[src/rtl/imem_loader_pkg.sv]
// Shared state type and stream-format constants for the instruction-memory loader.
package imem_loader_pkg;

    typedef enum logic [2:0] {
        HDR_LO,
        HDR_HI,
        DATA,
        CSUM,
        DONE,
        ERR
    } loader_state_e;

    localparam int HDR_BYTES      = 2;
    localparam int BYTES_PER_WORD = 4;

endpackage

[src/rtl/imem_loader_byte_packer.sv]
// Assembles little-endian bytes into a 32-bit word and pulses once when the word is complete.
module byte_packer (
    input  logic        clk_i,
    input  logic        rst_i,
    input  logic [7:0]  byte_i,
    input  logic        shift_i,
    input  logic        last_i,
    output logic [31:0] word_o,
    output logic        wordValid_o
);

    logic [23:0] shift_q;
    logic [31:0] word_q;
    logic        wordValid_q;

    // Earlier bytes slide toward bit 0 so the first byte lands in [7:0] of the finished word.
    always_ff @(posedge clk_i) begin
        if (rst_i) begin
            shift_q     <= '0;
            word_q      <= '0;
            wordValid_q <= 1'b0;
        end else begin
            wordValid_q <= 1'b0;
            if (shift_i) begin
                if (last_i) begin
                    word_q      <= {byte_i, shift_q};
                    wordValid_q <= 1'b1;
                end else begin
                    shift_q <= {byte_i, shift_q[23:8]};
                end
            end
        end
    end

    assign word_o      = word_q;
    assign wordValid_o = wordValid_q;

endmodule

[src/rtl/imem_loader.sv]
// Serial boot loader: header, data words and (with IMEM_LOADER_CHECKSUM_EN) a trailing XOR checksum byte.
module imem_loader
    import imem_loader_pkg::*;
#(
    parameter int ADDR_W = 8
) (
    input  logic              i_clk,
    input  logic              i_rst,
    input  logic [7:0]        i_rx_data,
    input  logic              i_rx_valid,
    output logic              o_rx_ready,
    output logic              o_mem_we,
    output logic [ADDR_W-1:0] o_mem_addr,
    output logic [31:0]       o_mem_wdata,
    output logic              o_core_rst_n,
    output logic              o_done,
    output logic              o_err
);

    localparam logic [31:0] MAX_WORDS = 32'd1 << ADDR_W;
`ifdef IMEM_LOADER_CHECKSUM_EN
    localparam loader_state_e END_STATE = CSUM;
`else
    localparam loader_state_e END_STATE = DONE;
`endif

    loader_state_e               state_q, state_d;
    logic [1:0]                  byteCnt_q, byteCnt_d;
    logic [ADDR_W-1:0]           wordIdx_q, wordIdx_d;
    logic [7:0]                  nLo_q, nLo_d;
    logic [8*HDR_BYTES-1:0]      nWords_q, nWords_d;
    logic [8*HDR_BYTES-1:0]      hdrWords;
    logic                        rxReady_q, done_q, err_q, coreRstN_q;
    logic                        accept, packByte, packLast, lastWord, wordValid;
`ifdef IMEM_LOADER_CHECKSUM_EN
    logic [7:0]                  csum_q, csum_d;
`endif

    assign accept   = i_rx_valid && rxReady_q;
    assign packByte = accept && (state_q == DATA);
    assign packLast = packByte && (byteCnt_q == 2'(BYTES_PER_WORD - 1));
    assign lastWord = 32'(wordIdx_q) == (32'(nWords_q) - 32'd1);
    assign hdrWords = {i_rx_data, nLo_q};

    byte_packer u_packer (
        .clk_i       (i_clk),
        .rst_i       (i_rst),
        .byte_i      (i_rx_data),
        .shift_i     (packByte),
        .last_i      (packLast),
        .word_o      (o_mem_wdata),
        .wordValid_o (wordValid)
    );

    always_comb begin
        state_d   = state_q;
        byteCnt_d = byteCnt_q;
        wordIdx_d = wordIdx_q;
        nLo_d     = nLo_q;
        nWords_d  = nWords_q;
`ifdef IMEM_LOADER_CHECKSUM_EN
        csum_d    = csum_q;
`endif
        // Word index advances on the write strobe so o_mem_addr matches the word being written.
        if (wordValid) begin
            wordIdx_d = wordIdx_q + ADDR_W'(1);
        end
        case (state_q)
            HDR_LO: begin
                if (accept) begin
                    nLo_d   = i_rx_data;
                    state_d = HDR_HI;
                end
            end
            HDR_HI: begin
                if (accept) begin
                    nWords_d = hdrWords;
                    if (hdrWords == '0) begin
                        state_d = END_STATE;
                    end else if (32'(hdrWords) > MAX_WORDS) begin
                        state_d = ERR;
                    end else begin
                        state_d = DATA;
                    end
                end
            end
            DATA: begin
                if (packByte) begin
                    byteCnt_d = byteCnt_q + 2'd1;
`ifdef IMEM_LOADER_CHECKSUM_EN
                    csum_d    = csum_q ^ i_rx_data;
`endif
                end
`ifdef IMEM_LOADER_CHECKSUM_EN
                // Leave DATA as soon as the last byte lands so a checksum byte in the write cycle is not lost.
                if (packLast && lastWord) begin
                    state_d = CSUM;
                end
`else
                if (wordValid && lastWord) begin
                    state_d = DONE;
                end
`endif
            end
`ifdef IMEM_LOADER_CHECKSUM_EN
            CSUM: begin
                if (accept) begin
                    state_d = (i_rx_data == csum_q) ? DONE : ERR;
                end
            end
`endif
            default: ;
        endcase
    end

    always_ff @(posedge i_clk) begin
        if (i_rst) begin
            state_q    <= HDR_LO;
            byteCnt_q  <= '0;
            wordIdx_q  <= '0;
            nLo_q      <= '0;
            nWords_q   <= '0;
`ifdef IMEM_LOADER_CHECKSUM_EN
            csum_q     <= '0;
`endif
            rxReady_q  <= 1'b0;
            done_q     <= 1'b0;
            err_q      <= 1'b0;
            coreRstN_q <= 1'b0;
        end else begin
            state_q    <= state_d;
            byteCnt_q  <= byteCnt_d;
            wordIdx_q  <= wordIdx_d;
            nLo_q      <= nLo_d;
            nWords_q   <= nWords_d;
`ifdef IMEM_LOADER_CHECKSUM_EN
            csum_q     <= csum_d;
`endif
            rxReady_q  <= (state_d != DONE) && (state_d != ERR);
            done_q     <= (state_d == DONE);
            err_q      <= (state_d == ERR);
            coreRstN_q <= (state_d == DONE);
        end
    end

    assign o_rx_ready   = rxReady_q;
    assign o_mem_we     = wordValid;
    assign o_mem_addr   = wordIdx_q;
    assign o_core_rst_n = coreRstN_q;
    assign o_done       = done_q;
    assign o_err        = err_q;

endmodule

[config.mk]
export PLATFORM = sky130hd
export DESIGN_NAME = imem_loader
export DESIGN_NICKNAME = d
export VERILOG_FILES = /design/src/rtl/imem_loader_pkg.sv /design/src/rtl/imem_loader_byte_packer.sv /design/src/rtl/imem_loader.sv
export SDC_FILE = /design/constraint.sdc
export NUM_CORES = 1
export LEC_CHECK = 0
export ABC_AREA = 0
export BUFFER_PORTS_ARGS = -buffer_cell sky130_fd_sc_hd__buf_4
export CORE_MARGIN = 1.5
export CORE_UTILIZATION = 48
export CTS_CLUSTER_DIAMETER = 80
export DETAILED_ROUTE_END_ITERATION = 10
export PLACE_DENSITY = 0.76
export SYNTH_ARGS = -nofsm -noshare
export SYNTH_HDL_FRONTEND = slang
export SYNTH_SLANG_ARGS = --single-unit
[constraint.sdc]
create_clock -name i_clk -period 5.8 [get_ports i_clk]
set_input_delay 0.87 -clock i_clk [delete_from_list [all_inputs] [get_ports i_clk]]
set_output_delay 0.87 -clock i_clk [all_outputs]
set_load 0.01 [all_outputs]
==> results of run 1 <==
[area by class of cell]
type / count / share of cell area, %
sequential: 97 / 41.7
clock inverter: 5 / 0.966
tap: 105 / 2.82
clock buffer: 11 / 3.25
inverter: 6 / 0.483
timing repair buffer: 56 / 9.02
multi-input combinational: 365 / 41.8
[per-stage QoR]
| step | hold slack [ps] | area, µm² | std cells |
|---|---|---|---|
| after floorplan | 430 | 4110 | 502 |
| after global placement | 436 | 4460 | 629 |
| after detailed placement | 447 | 4460 | 629 |
| after CTS | 456 | 4660 | 645 |
| after global routing | 480 | 4660 | 645 |
| final | 454 | 4660 | 645 |
[how the worst max path moves through the flow]
stage | from | end | slack (ps) | cells after the start
4_1_cts | i_rx_valid | u_packer.word_o[17] | 3450 | 6
2_1_floorplan | i_rx_data[7] | o_core_rst_n | 3470 | 5
6_report | i_rx_valid | u_packer.word_o[13] | 3430 | 6
5_1_grt | state_q[0] | u_packer.word_o[16] | 3160 | 6
3_3_place_gp | i_rx_valid | u_packer.word_o[17] | 3050 | 6
3_5_place_dp | i_rx_valid | u_packer.word_o[13] | 3060 | 6
[report_power, final]
group          switching, mW  internal (mW)  leakage, nW
clock                  0.243          0.188        0.104
combinational         0.0357         0.0220        0.786
sequential           0.00675          0.671        0.783
[placed cells by master, fill, tap and decap left out, types with 3 or more instances in the layout]
master and instances:
a21oi_1 80, buf_4 56, clkbuf_8 11, dfxtp_1 97, ha_1 3, inv_1 6
mux2i_1 11, nand2_1 154, nand3_1 3, nand3b_1 3, nand4_1 4, nor2_1 25
nor2b_1 3, nor3_1 5, nor4_1 6, o21ai_0 5, o31a_1 3, or3_1 7
xnor2_1 8, xor2_1 9
[per-layer routing]
metal	up-vias	global-route usage [%]	wire [µm]
li1	1749	-	-
met1	1646	26.7	4000
met2	65	34.2	4400
met3	8	4.07	364
met4	0	6.13	95
met5	-	0	0
[critical path, stage by stage]
cell and delay (ps):
buf_4 80, nand2_1 170, nor2_1 300, and2_1 900
nand2_1 160, a21oi_1 160
[registers in the layout, indices dropped and copies added (netlist names)]
signal / cells
byteCnt_q: 2
nLo_q: 8
nWords_q: 16
o_core_rst_n: 1
o_err: 1
o_mem_addr: 8
o_rx_ready: 1
state_q: 3
u_packer.shift_q: 24
u_packer.wordValid_o: 1
u_packer.word_o: 32
[cell families (layout without fill, tap and decap cells)]
family | Yosys count | after routing | share of synthesized area, %
DFF | 97 | 97 | 47.2
xor gates and xnor gates | 17 | 17 | 3.62
adders and majority gates | 3 | 3 | 0.913
AOI/OAI and AO/OA | 103 | 103 | 14.5
and+or+nand+nor | 231 | 231 | 25.6
buffers and inverters | 40 | 78 | 5.51
muxes | 11 | 11 | 2.68
==> flow_summary.yaml, run 1 <==
outcome:
  status: "finished clean"
detailed_routing:
  first_iter_violations: 182
  drt-total-wl_mm: 8.87
  wl_per_cell_um: 13.7
  vias_per_cell: 5.38
  ant_nets: 0
  dr.pass1.iters: 4
  vias: 3468
  post-route-drc-count: 0
floorplan:
  die-area_um2: 9130
  rows: 33
  coreArea_um2: 8260
  die_w_um: 95.6
  die_h_um: 95.6
  initial_core_util_pct: 49.8
  io_pins: 56
place:
  hpwl_mm: 5.95
  gp_congestion: 0.889
  pre_cts_ws_ps: 3060
  io_buffers: 55
clock_tree:
  cts_resized: 0
  cts.sinks: 97
  numCtsBuffers: 9
  cts_setup_buffers: 0
  holdBufCountCts: 0
  clock_tree.buffer_depth: 2
  clockRootBuffer: "clkbuf_8"
  cts_max_level: 3
  clk_pin_slew_worst_paths_ps: 100
  cts_tree: "yes"
  clkLatencyLatePin_ps: 360
yosys:
  yosys-top-cells-count: "154 x nand2_1, 97 x dfxtp_1, 80 x a21oi_1, 25 x nor2_1, 20 x clkbuf_1"
  yosysTopAreaCellShare_pct: 47.2
  postSynthAreaPerCell_um2: 8.19
  synth.area.top_cells: "dfxtp_1 47%, nand2_1 14%, a21oi_1 9.7%, mux2i_1 2.7%, nor2_1 2.3%"
  synth_edf_count: 0
  synthFlopType: "dfxtp_1"
  yosysWarnings: 0
  synth_cells: 502
  synth_top_area_cell: "dfxtp_1"
  synthDistinctLibCells: 53
  yosysSeqAreaShare_pct: 47.2
  syn-cell-area_um2: 4110
  ys_async_sr_fraction_pct: 0
  yosysMostFrequentCell: "nand2_1"
  synth-seq-cells: 97
  synth_nets: 516
cells_and_area:
  regArea_um2: 1940
  final_core_util_pct: 56.4
  multiInputGateArea_um2: 1950
  drive_gt1_share_pct: 16.9
  antenna_cells: 0
  nets: 549
  synthToLayoutAreaGrowth_pct: 13.4
  num-fill-cells: 767
setup_path:
  ff2ff_path_depth: 6
  worstSetupStartpointType: "input port"
  cp.arrival_ps: 2660
  crit_path_end_kind: "flop"
  r2r_slack_ps: 3470
  cp.required_ps: 6090
  path_class: "input port to flop"
  cp_max_fo: 32
  timing.rr.end: "u_packer.word_o[13]"
  r2r-start: "state_q[0]"
sta:
  worst_slew_pin_slew_ps: 1100
  fmax_mhz: 421
  grt_setup_unrepaired: "no"
  skew_ps: 12.4
  period_needed_ps: 2370
  setup_ws_ps: 3430
  fin_setup_tns_ps: 0
  hold_viol: 0
  maxSlewHeadroom_pct: 26.6
  fin_crit_sh_pct: 40.9
  drv_slew: 0
  setup_viol: 0
hold_path:
  min_from: "u_packer.shift_q[1]"
  min_to: "u_packer.word_o[1]"
  hold_depth: 2
  hold_class: "flop to flop"
grt:
  grt_max_degree: 100
  grt_usage_pct: 20.5
  overflow: 0
  antenna_found_initial: 0
  first_global_vias: 3162
  grt_pass1_wl_mm: 14.8
run:
  max_cap_viol_count: 0
power_and_ir_drop:
  ir_drop_mv: 0.147
  p_leak_nw: 1.67
  finalPower_mw: 1.17
  powerDensity_nw_per_um2: 250
No activity file was read; power rests on OpenSTA's default activity.
==> inputs of run 2 (changes only) <==
- PLACE_DENSITY: 0.76 -> 0.79
- clock period: 5.8 -> 2 ns (I/O delays scaled with it)
==> flow_summary.yaml, run 2 (synthesis results as in run 1) <==
run:
  max_cap_viol_count: 0
grt:
  grtUsageMet3_pct: 3.67
  use_met1_pct: 28.0
  first_global_vias: 3187
  antenna_found_initial: 0
  grt_usage_pct: 21.2
  grt_pass1_wl_mm: 15.1
  grtUsageMet2_pct: 34.5
  overflow: 0
  grt_max_degree: 69
  busiest_layer: "met2"
setup_path:
  worstSetupStartpointType: "flop"
  cp.arrival_ps: 2210
  timing.rr.end: "o_rx_ready"
  cp_max_fo: 4
  startpoint: "nWords_q[7]"
  crit_path_end_kind: "flop"
  ff2ff_path_depth: 5
  cp.required_ps: 2250
  endpoint: "o_rx_ready"
  r2r_slack_ps: 40
  r2r-start: "nWords_q[7]"
  path_class: "flop to flop"
sta:
  hold_viol: 0
  setup_ws_ps: 43.8
  grt_setup_unrepaired: "yes"
  worst_slew_pin_slew_ps: 677
  setup_viol: 0
  whs_ps: 215
  drv_slew: 0
  period_needed_ps: 1960
  maxSlewHeadroom_pct: 54.9
  skew_ps: 12.0
  fin_setup_tns_ps: 0
  fin_crit_sh_pct: 97.8
  fmax_mhz: 511
floorplan:
  rows: 33
  io_pins: 56
  initial_core_util_pct: 49.8
  coreArea_um2: 8260
  die_h_um: 95.6
  die_w_um: 95.6
  die-area_um2: 9130
cells_and_area:
  layout_common_cells: "154 x nand2_1, 95 x dfxtp_1, 80 x a21oi_1"
  nets: 569
  num-fill-cells: 764
  synthToLayoutAreaGrowth_pct: 18.6
  final_area_um2: 4880
  final_core_util_pct: 59.0
  mostFrequentLayoutCell: "nand2_1"
  final_cells: 665
  largest_reg_flops: 32
  antenna_cells: 0
  drive_gt1_share_pct: 21.4
detailed_routing:
  ant_nets: 0
  wl_per_cell_um: 13.8
  vias_per_cell: 5.33
  vias: 3543
  post-route-drc-count: 0
  drt-total-wl_mm: 9.20
  first_iter_violations: 243
  dr.pass1.iters: 4
clock_tree:
  cts_tree: "yes"
  cts.sinks: 97
  clock_tree.buffer_depth: 2
  clk_pin_slew_worst_paths_ps: 100
  numCtsBuffers: 9
  clkLatencyLatePin_ps: 360
  holdBufCountCts: 0
  clockRootBuffer: "clkbuf_8"
  cts_max_level: 3
place:
  gp_congestion: 0.877
  hpwl_mm: 6.46
  dp_cells: 649
  io_buffers: 55
  dpl_cell_area_um2: 4610
  pre_cts_ws_ps: -49.8
power_and_ir_drop:
  ir_drop_mv: 0.540
  p_leak_nw: 1.79
  finalPower_mw: 3.38
  powerDensity_nw_per_um2: 692
outcome:
  status: "finished clean"
hold_path:
  hold_class: "input port to flop"
[run 2: power breakdown]
group	internal, mW	switching, mW	total, mW	leakage, nW
Combinational	0.0732	0.110	0.183	0.907
Sequential	1.95	0.0185	1.97	0.784
Clock	0.489	0.737	1.23	0.0962
[run 2: metal layers]
metal  vias to the layer above  routed length [µm]  part of all wire [%]
met5                         -                   0                     0
met4                         0                 180                   2.0
met3                        18                 403                   4.4
met2                        77                4550                    49
met1                      1650                4060                    44
li1                       1798                   -                     -
[run 2: what timing repair did]
| action | CTS | global route |
|---|---|---|
| setup endpoints to repair | 3 | 16 |
| pin swaps | 0 | 3 |
| gates resized for setup | 6 | 7 |
| buffers inserted | 0 | 0 |
[run 2: critical path, cell delays in order, from the launching register on]
cell and delay (ps):
dfxtp_2 340, or4_4 560, o32a_1 370, o21ai_2 180, nand4_4 140, o31a_1 270
[run 2: area by class of cell]
type / instances / area, µm² / share of cell area [%]
Clock buffer: 9 / 124 / 2.54
Clock inverter: 7 / 67.6 / 1.39
Inverter: 6 / 22.5 / 0.462
Multi-Input combinational cell: 365 / 2020 / 41.3
Sequential cell: 97 / 1940 / 39.9
Tap cell: 105 / 131 / 2.69
Timing Repair Buffer: 76 / 571 / 11.7
[run 2: worst min-delay path by stage]
stage	from	end	slack, ps	depth (start not counted)
3_3_place_gp	u_packer.word_o[27]	u_packer.word_o[27]	440	2
4_1_cts	i_rx_data[1]	u_packer.shift_q[17]	200	3
3_5_place_dp	u_packer.word_o[5]	u_packer.word_o[5]	450	2
5_1_grt	i_rx_data[1]	u_packer.shift_q[17]	190	3
6_report	i_rx_data[1]	u_packer.shift_q[17]	210	3
2_1_floorplan	u_packer.shift_q[4]	u_packer.word_o[4]	430	2
==> inputs of run 3 (changes only) <==
- SYNTH_HIERARCHICAL: unset -> 1
==> flow_summary.yaml, run 3 <==
cells_and_area:
  layout_common_cells: "95 x dfxtp_1, 94 x buf_4, 68 x nand2b_1"
  synthToLayoutAreaGrowth_pct: 24.4
  final_cells: 625
  antenna_cells: 0
  multiInputGateArea_um2: 2150
  drive_gt1_share_pct: 25.6
  largest_reg_flops: 32
  num-fill-cells: 711
  regArea_um2: 1940
  nets: 529
  mostFrequentLayoutCell: "dfxtp_1"
grt:
  overflow: 0
  first_global_vias: 3240
  grt_pass1_wl_mm: 15.5
  grt_max_degree: 48
  antenna_found_initial: 0
  grt_usage_pct: 20.5
hold_path:
  hold_depth: 3
  hold_class: "input port to flop"
yosys:
  syn-cell-area_um2: 4210
  synth_top_area_cell: "dfxtp_1"
  synth_edf_count: 0
  yosysTopAreaCellShare_pct: 46.1
  synth_nets: 447
  synth.area.top_cells: "dfxtp_1 46%, mux2i_1 16%, nand2b_1 10%, a21oi_1 2.5%, nand2_1 2.2%"
  synth_cells: 433
  synthDistinctLibCells: 50
  postSynthAreaPerCell_um2: 9.73
  ys_async_sr_fraction_pct: 0
  yosysWarnings: 6
  yosysMostFrequentCell: "dfxtp_1"
  yosysSeqAreaShare_pct: 46.1
  synthFlopType: "dfxtp_1"
  yosys-top-cells-count: "97 x dfxtp_1, 68 x nand2b_1, 66 x mux2i_1, 25 x nand2_1, 25 x nor2_1"
  synth-seq-cells: 97
run:
  max_cap_viol_count: 0
sta:
  maxSlewHeadroom_pct: 67.0
  setup_ws_ps: -415
  whs_ps: 200
  grt_setup_unrepaired: "yes"
  fmax_mhz: 414
  setup_viol: 5
  worst_slew_pin_slew_ps: 492
  fin_setup_tns_ps: -1270
  fin_crit_sh_pct: 121
  skew_ps: 6.52
  hold_viol: 0
  period_needed_ps: 2410
  drv_slew: 0
detailed_routing:
  vias_per_cell: 5.37
  wl_per_cell_um: 14.9
  vias: 3357
  ant_nets: 0
  drt-total-wl_mm: 9.33
  dr.pass1.iters: 4
  first_iter_violations: 149
  post-route-drc-count: 0
place:
  gp_congestion: 0.845
  hpwl_mm: 6.69
  pre_cts_ws_ps: -410
  io_buffers: 55
  dp_cells: 608
clock_tree:
  cts_tree: "yes"
  clock_tree.buffer_depth: 2
  cts_max_level: 3
  clockRootBuffer: "clkbuf_8"
  clk_pin_slew_worst_paths_ps: 100
  clkLatencyLatePin_ps: 370
  cts.sinks: 97
  holdBufCountCts: 0
  numCtsBuffers: 9
setup_path:
  cp.required_ps: 2270
  cp_max_fo: 4
  cp.arrival_ps: 2690
  path_class: "flop to flop"
  worstSetupStartpointType: "flop"
  ff2ff_path_depth: 8
  crit_path_end_kind: "flop"
outcome:
  violations: "setup timing"
  status: "finished, violations left"
power_and_ir_drop:
  finalPower_mw: 3.64
  powerDensity_nw_per_um2: 695
  ir_drop_mv: 0.365
  p_leak_nw: 2.26
floorplan:
  die_h_um: 96.7
  rows: 33
  die_w_um: 96.7
  io_pins: 56
  coreArea_um2: 8340
  die-area_um2: 9350
  initial_core_util_pct: 50.5
-- run 3: cell types whose count changed in the layout (fill, tap and decap cells not counted), sizes merged, moves of 4 or more --
cell,delta
or3,-4
a21oi,-59
inv,-6
nor4,-6
buf,+21
nand2b,+67
nand3,+14
nand2,-128
o31a,-5
mux2i,+55
-- run 3: worst max-delay path, cell delays in order (launching register included) --
cell	delay (ps)
dfxtp_2	370
inv_4	40
ha_4	160
nor2b_4	110
or3_1	340
a311o_1	290
or4_1	390
or4_4	440
and3b_1	180
-- run 3: kinds of logic after synthesis --
logic type               after synthesis  synth area share [%]
flip-flops                            97                  46.1
XOR/XNOR                              13                  2.70
AO/OA/AOI/OAI                         41                  5.76
multiplexers                          66                  15.7
adder cells (fa/ha/maj)                3                 0.891
AND/OR/NAND/NOR                      184                  24.9
buffers and inverters                 29                  3.98
-- run 3: worst paths after layout --
path                            slack [ps]          from      endpoint
worst min-delay path                   200  i_rx_data[6]      nLo_q[6]
worst min register to register         460  nWords_q[13]  nWords_q[13]
worst max-delay path                  -410   nWords_q[0]    o_rx_ready
worst max register to register        -410   nWords_q[0]    o_rx_ready
-- run 3: timing repair --
item / CTS / global route
gates resized for setup: 2 / 3
endpoints found under the setup margin: 5 / 32
setup buffers: 1 / 0
gates cloned: 0 / 0
pin swaps: 1 / 0
-- run 3: area by class of cell --
| cell class | instances | share of cell area [%] |
|---|---|---|
| clock buffer | 9 | 2.36 |
| clock inverter | 7 | 2.17 |
| inverter | 3 | 0.263 |
| multi-input combinational | 307 | 41.0 |
| sequential | 97 | 37.1 |
| tap | 105 | 2.51 |
| timing repair buffer | 97 | 14.6 |
-- run 3: per-stage QoR --
| stage | utilization [%] | instance area, µm² |
|---|---|---|
| after floorplan | - | 4240 |
| after global routing | 62.8 | 5240 |
| after detailed placement | 59.6 | 4970 |
| after CTS | 62.6 | 5230 |
| final | 62.8 | 5240 |
| after global placement | 59.6 | 4970 |
-- run 3: per-layer routing --
| layer | routed length [µm] | track usage [%] | up-vias | part of all wire (%) |
|---|---|---|---|---|
| met2 | 4460 | 32.9 | 84 | 48 |
| met1 | 4290 | 27.2 | 1601 | 46 |
| met5 | 0 | 0 | - | 0 |
| met3 | 427 | 3.68 | 11 | 4.6 |
| met4 | 159 | 8.70 | 0 | 1.7 |
| li1 | - | - | 1661 | - |
-- run 3: where the power goes --
part           switching, mW  internal (mW)  leakage (nW)
Combinational          0.109         0.0924          1.36
Clock                  0.751          0.732         0.112
Sequential            0.0123           1.95         0.784
Total                  0.872           2.77          2.26
